**src/rtl/mac_pkg.sv**
```systemverilog
// mac_pkg: shared constants, FSM state and element types for the matrix-multiply tile
package mac_pkg;
   localparam int MAC_M   = 4;
   localparam int MAC_K   = 4;
   localparam int MAC_N   = 4;
   localparam int MAC_DIW = 8;
   localparam int MAC_DWF = 2 * MAC_DIW;

   typedef enum logic [1:0] {IDLE, LOAD, COMPUTE, DONE} state_t;

   typedef logic [MAC_DIW-1:0] op_t;
   typedef logic [MAC_DWF-1:0] res_t;
endpackage

```
**src/rtl/mac_pe.sv**
```systemverilog
// mac_pe: 2-stage multiply-accumulate lane (product register, then accumulator)
// MAC_SATURATE_EN clamps the accumulator at all-ones instead of wrapping.
module mac_pe #(
   parameter int DIW = 8,
   parameter int DWF = 16
) (
   input  logic           clk,
   input  logic           rstn,
   input  logic           clr,
   input  logic           vld,
   input  logic [DIW-1:0] a,
   input  logic [DIW-1:0] b,
   output logic [DWF-1:0] acc
);
   logic [DWF-1:0] prod;
   logic           pv;
   logic [DWF:0]   sum;
   logic [DWF-1:0] nxt;

   always_comb begin
      sum = {1'b0, acc} + {1'b0, prod};
`ifdef MAC_SATURATE_EN
      nxt = sum[DWF] ? '1 : sum[DWF-1:0];
`else
      nxt = sum[DWF-1:0];
`endif
   end

   always_ff @(posedge clk) begin
      if (!rstn || clr) begin
         prod <= '0;
         pv   <= 1'b0;
         acc  <= '0;
      end else begin
         prod <= DWF'(a) * DWF'(b);
         pv   <= vld;
         if (pv) acc <= nxt;
      end
   end
endmodule

```
**src/rtl/mac_top.sv**
```systemverilog
// mac_top: C = A x B compute tile with load/compute/done FSM and M*N pipelined MAC lanes
// Optional MAC_SATURATE_EN selects saturating accumulation in every lane.
module mac_top
   import mac_pkg::*;
#(
   parameter int param_M            = MAC_M,
   parameter int param_K            = MAC_K,
   parameter int param_N            = MAC_N,
   parameter int DATA_WIDTH_INITIAL = MAC_DIW,
   parameter int DATA_WIDTH_FINAL   = 2 * DATA_WIDTH_INITIAL
) (
   input  logic                                                      clk,
   input  logic                                                      rstn,
   input  logic                                                      host2block_val,
   output logic                                                      host2block_rdy,
   input  logic [param_M*param_K-1:0][DATA_WIDTH_INITIAL-1:0]        a_data_in_ext,
   input  logic [param_K*param_N-1:0][DATA_WIDTH_INITIAL-1:0]        b_data_in_ext,
   input  logic                                                      a_b_we_ext,
   input  logic                                                      block2host_rdy,
   input  logic                                                      c_re_ext,
   output logic [param_M*param_N*DATA_WIDTH_FINAL-1:0]               c_data_out_ext,
   output logic                                                      mac_done,
   output logic                                                      block2host_val
);
   localparam int CW = $clog2(param_K + 2);
   localparam int KW = (param_K > 1) ? $clog2(param_K) : 1;

   state_t state;
   logic [CW-1:0] cnt;
   logic [KW-1:0] kk;
   logic          load_fire;
   logic          in_vld;
   logic [param_M-1:0][param_K-1:0][DATA_WIDTH_INITIAL-1:0] a_q;
   logic [param_N-1:0][param_K-1:0][DATA_WIDTH_INITIAL-1:0] b_q;
   logic [param_M-1:0][param_N-1:0][DATA_WIDTH_FINAL-1:0]   acc;

   always_comb begin
      load_fire = (state == LOAD) && a_b_we_ext;
      in_vld    = (state == COMPUTE) && (cnt < CW'(param_K));
      kk        = in_vld ? cnt[KW-1:0] : '0;
   end

   // Accumulators clear on the capture edge so COMPUTE starts from zero.
   for (genvar m = 0; m < param_M; m++) begin : g_row
      for (genvar n = 0; n < param_N; n++) begin : g_col
         mac_pe #(.DIW(DATA_WIDTH_INITIAL), .DWF(DATA_WIDTH_FINAL)) u_pe (
            .clk  (clk),
            .rstn (rstn),
            .clr  (load_fire),
            .vld  (in_vld),
            .a    (a_q[m][kk]),
            .b    (b_q[n][kk]),
            .acc  (acc[m][n])
         );
      end
   end

   always_ff @(posedge clk) begin
      if (!rstn) begin
         state          <= IDLE;
         cnt            <= '0;
         a_q            <= '0;
         b_q            <= '0;
         host2block_rdy <= 1'b0;
         mac_done       <= 1'b0;
         block2host_val <= 1'b0;
         c_data_out_ext <= '0;
      end else begin
         case (state)
            IDLE: if (host2block_val) begin
               state          <= LOAD;
               host2block_rdy <= 1'b1;
            end
            LOAD: if (a_b_we_ext) begin
               a_q            <= a_data_in_ext;
               b_q            <= b_data_in_ext;
               cnt            <= '0;
               host2block_rdy <= 1'b0;
               state          <= COMPUTE;
            end
            COMPUTE: begin
               cnt <= cnt + 1'b1;
               if (cnt == CW'(param_K + 1)) begin
                  state          <= DONE;
                  mac_done       <= 1'b1;
                  block2host_val <= 1'b1;
               end
            end
            DONE: if (c_re_ext && block2host_rdy) begin
               c_data_out_ext <= acc;
               mac_done       <= 1'b0;
               block2host_val <= 1'b0;
               state          <= IDLE;
            end
            default: state <= IDLE;
         endcase
      end
   end
endmodule

```
**config.mk**
```make
export PLATFORM = sky130hd
export DESIGN_NAME = mac_top
export DESIGN_NICKNAME = d
export VERILOG_FILES = /design/src/rtl/mac_pkg.sv /design/src/rtl/mac_pe.sv /design/src/rtl/mac_top.sv
export SDC_FILE = /design/constraint.sdc
export NUM_CORES = 2
export LEC_CHECK = 0
export CAP_MARGIN = 20
export CELL_PAD_IN_SITES_DETAIL_PLACEMENT = 0
export CELL_PAD_IN_SITES_GLOBAL_PLACEMENT = 1
export CORE_ASPECT_RATIO = 0.5
export CORE_MARGIN = 8
export CORE_UTILIZATION = 46
export CTS_CLUSTER_SIZE = 30
export DETAILED_ROUTE_END_ITERATION = 7
export PLACE_DENSITY = 0.79
export SETUP_SLACK_MARGIN = 0.4
export SLEW_MARGIN = 20
export SYNTH_ARGS = -nofsm -noshare
export SYNTH_HDL_FRONTEND = slang
export SYNTH_SLANG_ARGS = --single-unit
```
**constraint.sdc**
```tcl
create_clock -name clk -period 7.6 [get_ports clk]
set_input_delay 1.52 -clock clk [delete_from_list [all_inputs] [get_ports clk]]
set_output_delay 1.52 -clock clk [all_outputs]
set_load 0.01 [all_outputs]
```
Word level (Yosys, flattened, before mapping) --
Index checks and enable logic that the tools add are counted.
Operators by class: add/sub/neg operators 17, multiply operators 16, magnitude comparators 2, equality and inequality tests 8, multiplexer cells 30, reductions and logical operators 15
Operator list (count):
- adder 16 bit | 16
- multiplier 8 x 8 -> 16 bit | 16
- binary-select mux 8 bit (select 2 bit) | 8
- two-way mux 8 bit | 8
- two-way mux 2 bit | 5
- case mux 2 bit (4 select lines) | 1
- inequality test 2 bit, second input constant | 3
- case mux 3 bit (2 select lines) | 1
- AND reduction 2 bit | 3
- AND reduction 3 bit | 2
- nonzero test 2 bit | 3
- == test 2 bit, second input constant | 2
- two-way mux 1 bit | 4
- case mux 1 bit (2 select lines) | 2
- AND reduction 4 bit | 1
- adder 3 x 1 -> 3 bit, second input constant | 1
- == test 3 bit, second input constant | 1
- logical AND 1 bit | 3
- less-than comparator 2 x 3 -> 1 bit, second input constant | 1
- less-than comparator 3 bit, second input constant | 1
- two-way mux 3 bit | 1
- == test 2 x 1 -> 1 bit, second input constant | 1
- zero test 2 bit | 1
- inequality test 2 x 1 -> 1 bit, second input constant | 1
- other kinds (2) | 2
Word-level totals: register bits after elaboration 1032, input bits 262, output and inout bits 259, logic and storage cells 158

Depth between registers and ports, before layout --
depth in word-level cells 6, gate-level depth with buffers 27, mapped depth without buffers 24

Modules after synthesis --
Synthesis repeated with hierarchy kept, for this count alone.
Unflattened totals: cell total of the unflattened synthesis 9556, area total of the unflattened synthesis 81963.6 µm²
Modules (own cells, without submodules):
- mac_top | instances 1, cells an instance 2638, area each 21526.9 µm²
- mac_pe (g_row[0].g_col[0].u_pe ...) | instances 5, cells an instance 439, area each 3791.1 µm²
- mac_pe (g_row[2].g_col[2].u_pe ...) | instances 5, cells an instance 429, area each 3754.9 µm²
- mac_pe (g_row[1].g_col[2].u_pe ...) | instances 4, cells an instance 424, area each 3746.1 µm²
- mac_pe (g_row[3].g_col[3].u_pe) | instances 1, cells an instance 441, area each 3913.8 µm²
- mac_pe (g_row[0].g_col[1].u_pe) | instances 1, cells an instance 441, area each 3808.7 µm²

Least setup slack after synthesis --
Ideal clock, no wire load.
path kind register to register, from register state[0], to register g_row[0].g_col[2].u_pe.prod[14], library setup time 0.072 ns, data arrival time 5.787 ns, required time 7.528 ns, slack 1.741 ns, cell stages (with the launch flop) 23, path buffers 2, cells stage by stage dfxtp_1 inv_1 ha_1 nor2b_1 nand2_1 clkbuf_1 mux2i_1 mux2_2 clkbuf_1 nor2_1 fa_1 fa_1 fa_1 inv_1 fa_1 inv_1 ha_1 or2_2 o31ai_1 nor3_1 o31a_1 o31ai_1 mux2i_1
Between the ends: word-level cells in the longest chain between the ends 6, elaborated cells on any way between the ends 11
Ends and longest elaborated chain:
- from (decl) | line mac_top.sv:28 | state_t state;
- from (signal assigned) | line mac_top.sv:60 | state <= IDLE;
- from (signal assigned) | line mac_top.sv:71 | state <= LOAD;
- from (signal assigned) | line mac_top.sv:79 | state <= COMPUTE;
- == test 2 bit | line mac_top.sv:39 | in_vld = (state == COMPUTE) && (cnt < CW'(param_K));
- logical AND 1 bit | line mac_top.sv:39
- two-way mux 2 bit | line mac_top.sv:40 | kk = in_vld ? cnt[KW-1:0] : '0;
- binary-select mux 8 bit (select 2 bit), on equally long branches | line mac_top.sv:51, mac_top.sv:52
- two-way mux 8 bit, on equally long branches | line mac_top.sv:51, mac_top.sv:52
- multiplier 8 x 8 -> 16 bit | line mac_pe.sv:35 | prod <= DWF'(a) * DWF'(b);
- to (signal assigned) | line mac_pe.sv:35
- to (decl) | line mac_pe.sv:15 | logic [DWF-1:0] prod;
Parallel ways exist; a longest one is shown, timed or not. The select of a mux whose other input is x is not followed. A chain may end at the register's enable or synchronous reset.

Final worst setup path --
from register state[0], to register g_row[3].g_col[0].u_pe.prod[15]
Between the ends: word-level cells in the longest chain between the ends 6, elaborated cells on any way between the ends 11
Ends and longest elaborated chain (line):
- == test 2 bit | mac_top.sv:39
- logical AND 1 bit | mac_top.sv:39
- two-way mux 2 bit | mac_top.sv:40
- binary-select mux 8 bit (select 2 bit), on equally long branches | mac_top.sv:51, mac_top.sv:52
- two-way mux 8 bit, on equally long branches | mac_top.sv:51, mac_top.sv:52
- multiplier 8 x 8 -> 16 bit | mac_pe.sv:35
- to (signal assigned) | mac_pe.sv:35
- to (decl) | mac_pe.sv:15
Parallel ways exist; a longest one is shown, timed or not. The select of a mux whose other input is x is not followed.

==> impl_metrics.json <==
{
  "min_path_cells": 2,
  "nFillCells": 16200,
  "path_cells": "inv_1 > ha_1 > nor2b_2 > nand2_4 > buf_4 > o21ai_2 > buf_4 > or2_2 > fa_1 > fa_1 > inv_1 > fa_1 > inv_1 > fa_1 > inv_1 > ha_1 > a21boi_0 > o21ai_0 > a21oi_1 > nor4_1 > a311o_1",
  "synthTopCellsByArea": "dfxtp_1, fa_1, ha_1",
  "syn_to_final_growth_pct": 14.8,
  "nets": 11500,
  "p_leak_nw": 40.4,
  "min_path_type": "register to register",
  "syn_inst": 9529,
  "powerDensity_nw_per_um2": 157,
  "final_cell_count_no_fill": 12200,
  "setup.worst_path.start_class": "register",
  "clockBufferDepth": 3,
  "hold_violations": 0,
  "dieArea_um2": 186000,
  "place_congestion": 0.910,
  "seq_area_um2": 20700,
  "hpwl_mm": 204,
  "viasPerCell": 5.45,
  "avgSynthCellArea_um2": 8.29,
  "synth-edff-count": 0,
  "slew_headroom_pct": 23.0,
  "crit_required_ps": 8190,
  "die_y_um": 309,
  "multi_input_area_um2": 53700,
  "yosysTopAreaCell": "dfxtp_1",
  "drtIter0Drc": 6193,
  "num_rows": 107,
  "drv_slew": 0,
  "cts_hold_buf": 0,
  "fin_util_pct": 53.2,
  "start_util_pct": 46.4,
  "cp-startpoint": "state[0]",
  "cpLargestDelayFamily": "adder cells",
  "max_freq_ghz": 0.146,
  "cts_tree": "built",
  "rsz0062_at_grt": "false",
  "grt_pass1_wl_mm": 396,
  "status": "finished, final reports clean",
  "grt_max_degree": 214,
  "root_buffer": "clkbuf_16",
  "synthTopCellsByCount": "nand2_1, nor2_1, dfxtp_1, inv_1, ha_1",
  "dp.cells": 12000,
  "cap_viol_max_count": 0,
  "hp-start": "a_q[17]",
  "die_w_um": 602,
  "ys_seq_elements": 1032,
  "ys_types": 74,
  "yosys_warnings": 0,
  "clock_skew_ps": 53.6,
  "slowest_delay_ps": 720,
  "fin_crit_ps": 6850,
  "vias": 66300,
  "synth_area_um2": 79000,
  "drc": 0,
  "drive_gt1_share_pct": 6.44,
  "cp.arrival_ps": 7450,
  "portBuffers": 520,
  "grt_overflow": 0,
  "async_reset_ff_share_pct": 0,
  "post-synth-top-area-fraction_pct": 26.1,
  "endpoint_kind": "register",
  "track_usage_pct": 27.4,
  "holdWs_ps": 462,
  "slowest_stage": "o21ai_2",
  "antenna_found_initial": 47,
  "grt_pass1_vias": 63700,
  "setup_viol": 0,
  "period_share_pct": 90.1,
  "path_max_fanout": 20,
  "cts_max_level": 3,
  "numCtsBuffers": 100,
  "clk_pin_slew_ps": 70,
  "ir_drop_uv": 187,
  "crit_type": "register to register",
  "ioPinCount": 521,
  "insertion_delay_ps": 750,
  "synth_most_common_cell": "nand2_1",
  "rrSetupSlack_ps": 750,
  "worst-path-buf-inv": 6,
  "synthFlopType": "dfxtp_1",
  "fin_tns_setup_ps": 0,
  "drtAntennaViolNets": 0,
  "cts_sinks": 1032,
  "worst_pin_slew_ps": 1150,
  "ys_seq_area_share_pct": 26.1,
  "coreArea_um2": 170000,
  "r2r-start": "state[0]",
  "syn_nets": 11200,
  "routed_wirelength_mm": 262,
  "firstDrtPassIters": 6,
  "cp_num_cells": 21,
  "worst_r2r_path_depth": 21,
  "detail_route.wl_per_cell_um": 21.5
}
[kinds of logic after synthesis]
family | Yosys count | share of synthesized area (%)
fa+ha+maj | 1415 | 28.0
mux | 186 | 2.46
buf+inv | 1408 | 6.71
flops | 1032 | 26.1
simple gates | 3600 | 19.7
compound gates | 1676 | 14.6
xor+xnor | 212 | 2.35
[path summary, 6_finish.rpt]
check / to
setup / recovery: g_row[3].g_col[0].u_pe.prod[15]
hold / removal: a_q[17]
setup reg to reg: g_row[3].g_col[0].u_pe.prod[15]
hold reg to reg: a_q[17]
[flip-flops by register name (all words and copies together), names as in the netlist]
name and flops:
a_q 128, c_data_out_ext 256, g_row.g_col.u_pe.acc 256, b_q 128, block2host_val 1, state 2, g_row.g_col.u_pe.pv 1, cnt 3
host2block_rdy 1, g_row.g_col.u_pe.prod 256
[final cells by class]
cell class,count,area share [%]
multi-input combinational,7090,59.3
sequential,1032,22.8
timing repair buffer,672,7.24
inverter,902,3.74
clock buffer,142,3.19
tap,2289,3.16
clock inverter,37,0.602
antenna,8,0.0221
[per-layer routing]
metal / up-vias / track usage, % / share of wire (%)
li1: 31800 / - / -
met1: 32200 / 42.5 / 50
met2: 2019 / 38.0 / 39
met3: 241 / 7.57 / 10
met4: 26 / 4.21 / 1.5
met5: - / 0 / 0.069
[layout by cell type (no fill, tap or decap), types with 146 or more instances in the layout]
cell,synthesis,layout
a21boi_0,526,525
dfxtp_1,1032,1030
nand3_1,157,155
a21oi_1,318,318
nor3_1,158,157
inv_1,902,901
or2_2,161,161
a21o_1,146,146
clkdlybuf4s50_1,0,519
nand2_1,1457,1452
nor2_1,1227,1224
ha_1,823,823
o21ai_0,168,164
fa_1,592,592
[stage by stage]
step           instance area, um^2  total power, W  setup slack [ps]
6_report                     90700          0.0142               749
3_5_place_dp                 87100         0.00892               521
3_3_place_gp                 87100         0.00889               604
4_1_cts                      90500          0.0143               472
5_1_grt                      90700          0.0148               401
2_1_floorplan                79000         0.00759              1740
[report_power, final]
| part | total, W | switching, W | internal [W] | leakage (nW) |
|---|---|---|---|---|
| sequential | 0.00586 | 0.000204 | 0.00566 | 8.33 |
| combinational | 0.00300 | 0.00211 | 0.000891 | 30.4 |
| clock | 0.00535 | 0.00235 | 0.00300 | 1.67 |
| total | 0.0142 | 0.00466 | 0.00955 | 40.4 |
[what timing repair did]
| item | 4_1_cts | 5_1_grt |
|---|---|---|
| setup buffers | 0 | 2 |
| resized for setup | 0 | 7 |
| setup endpoints to repair | 0 | 38 |
[worst register-to-register path, stage by stage (launching register included)]
cell and delay, ps:
dfxtp_1 340, inv_1 110, ha_1 280, nor2b_2 390
nand2_4 280, buf_4 350, o21ai_2 730, buf_4 380
or2_2 170, fa_1 440, fa_1 550, inv_1 50
fa_1 470, inv_1 50, fa_1 470, inv_1 40
ha_1 320, a21boi_0 420, o21ai_0 250, a21oi_1 290
nor4_1 80, a311o_1 270
(Power assumes the default switching activity.)
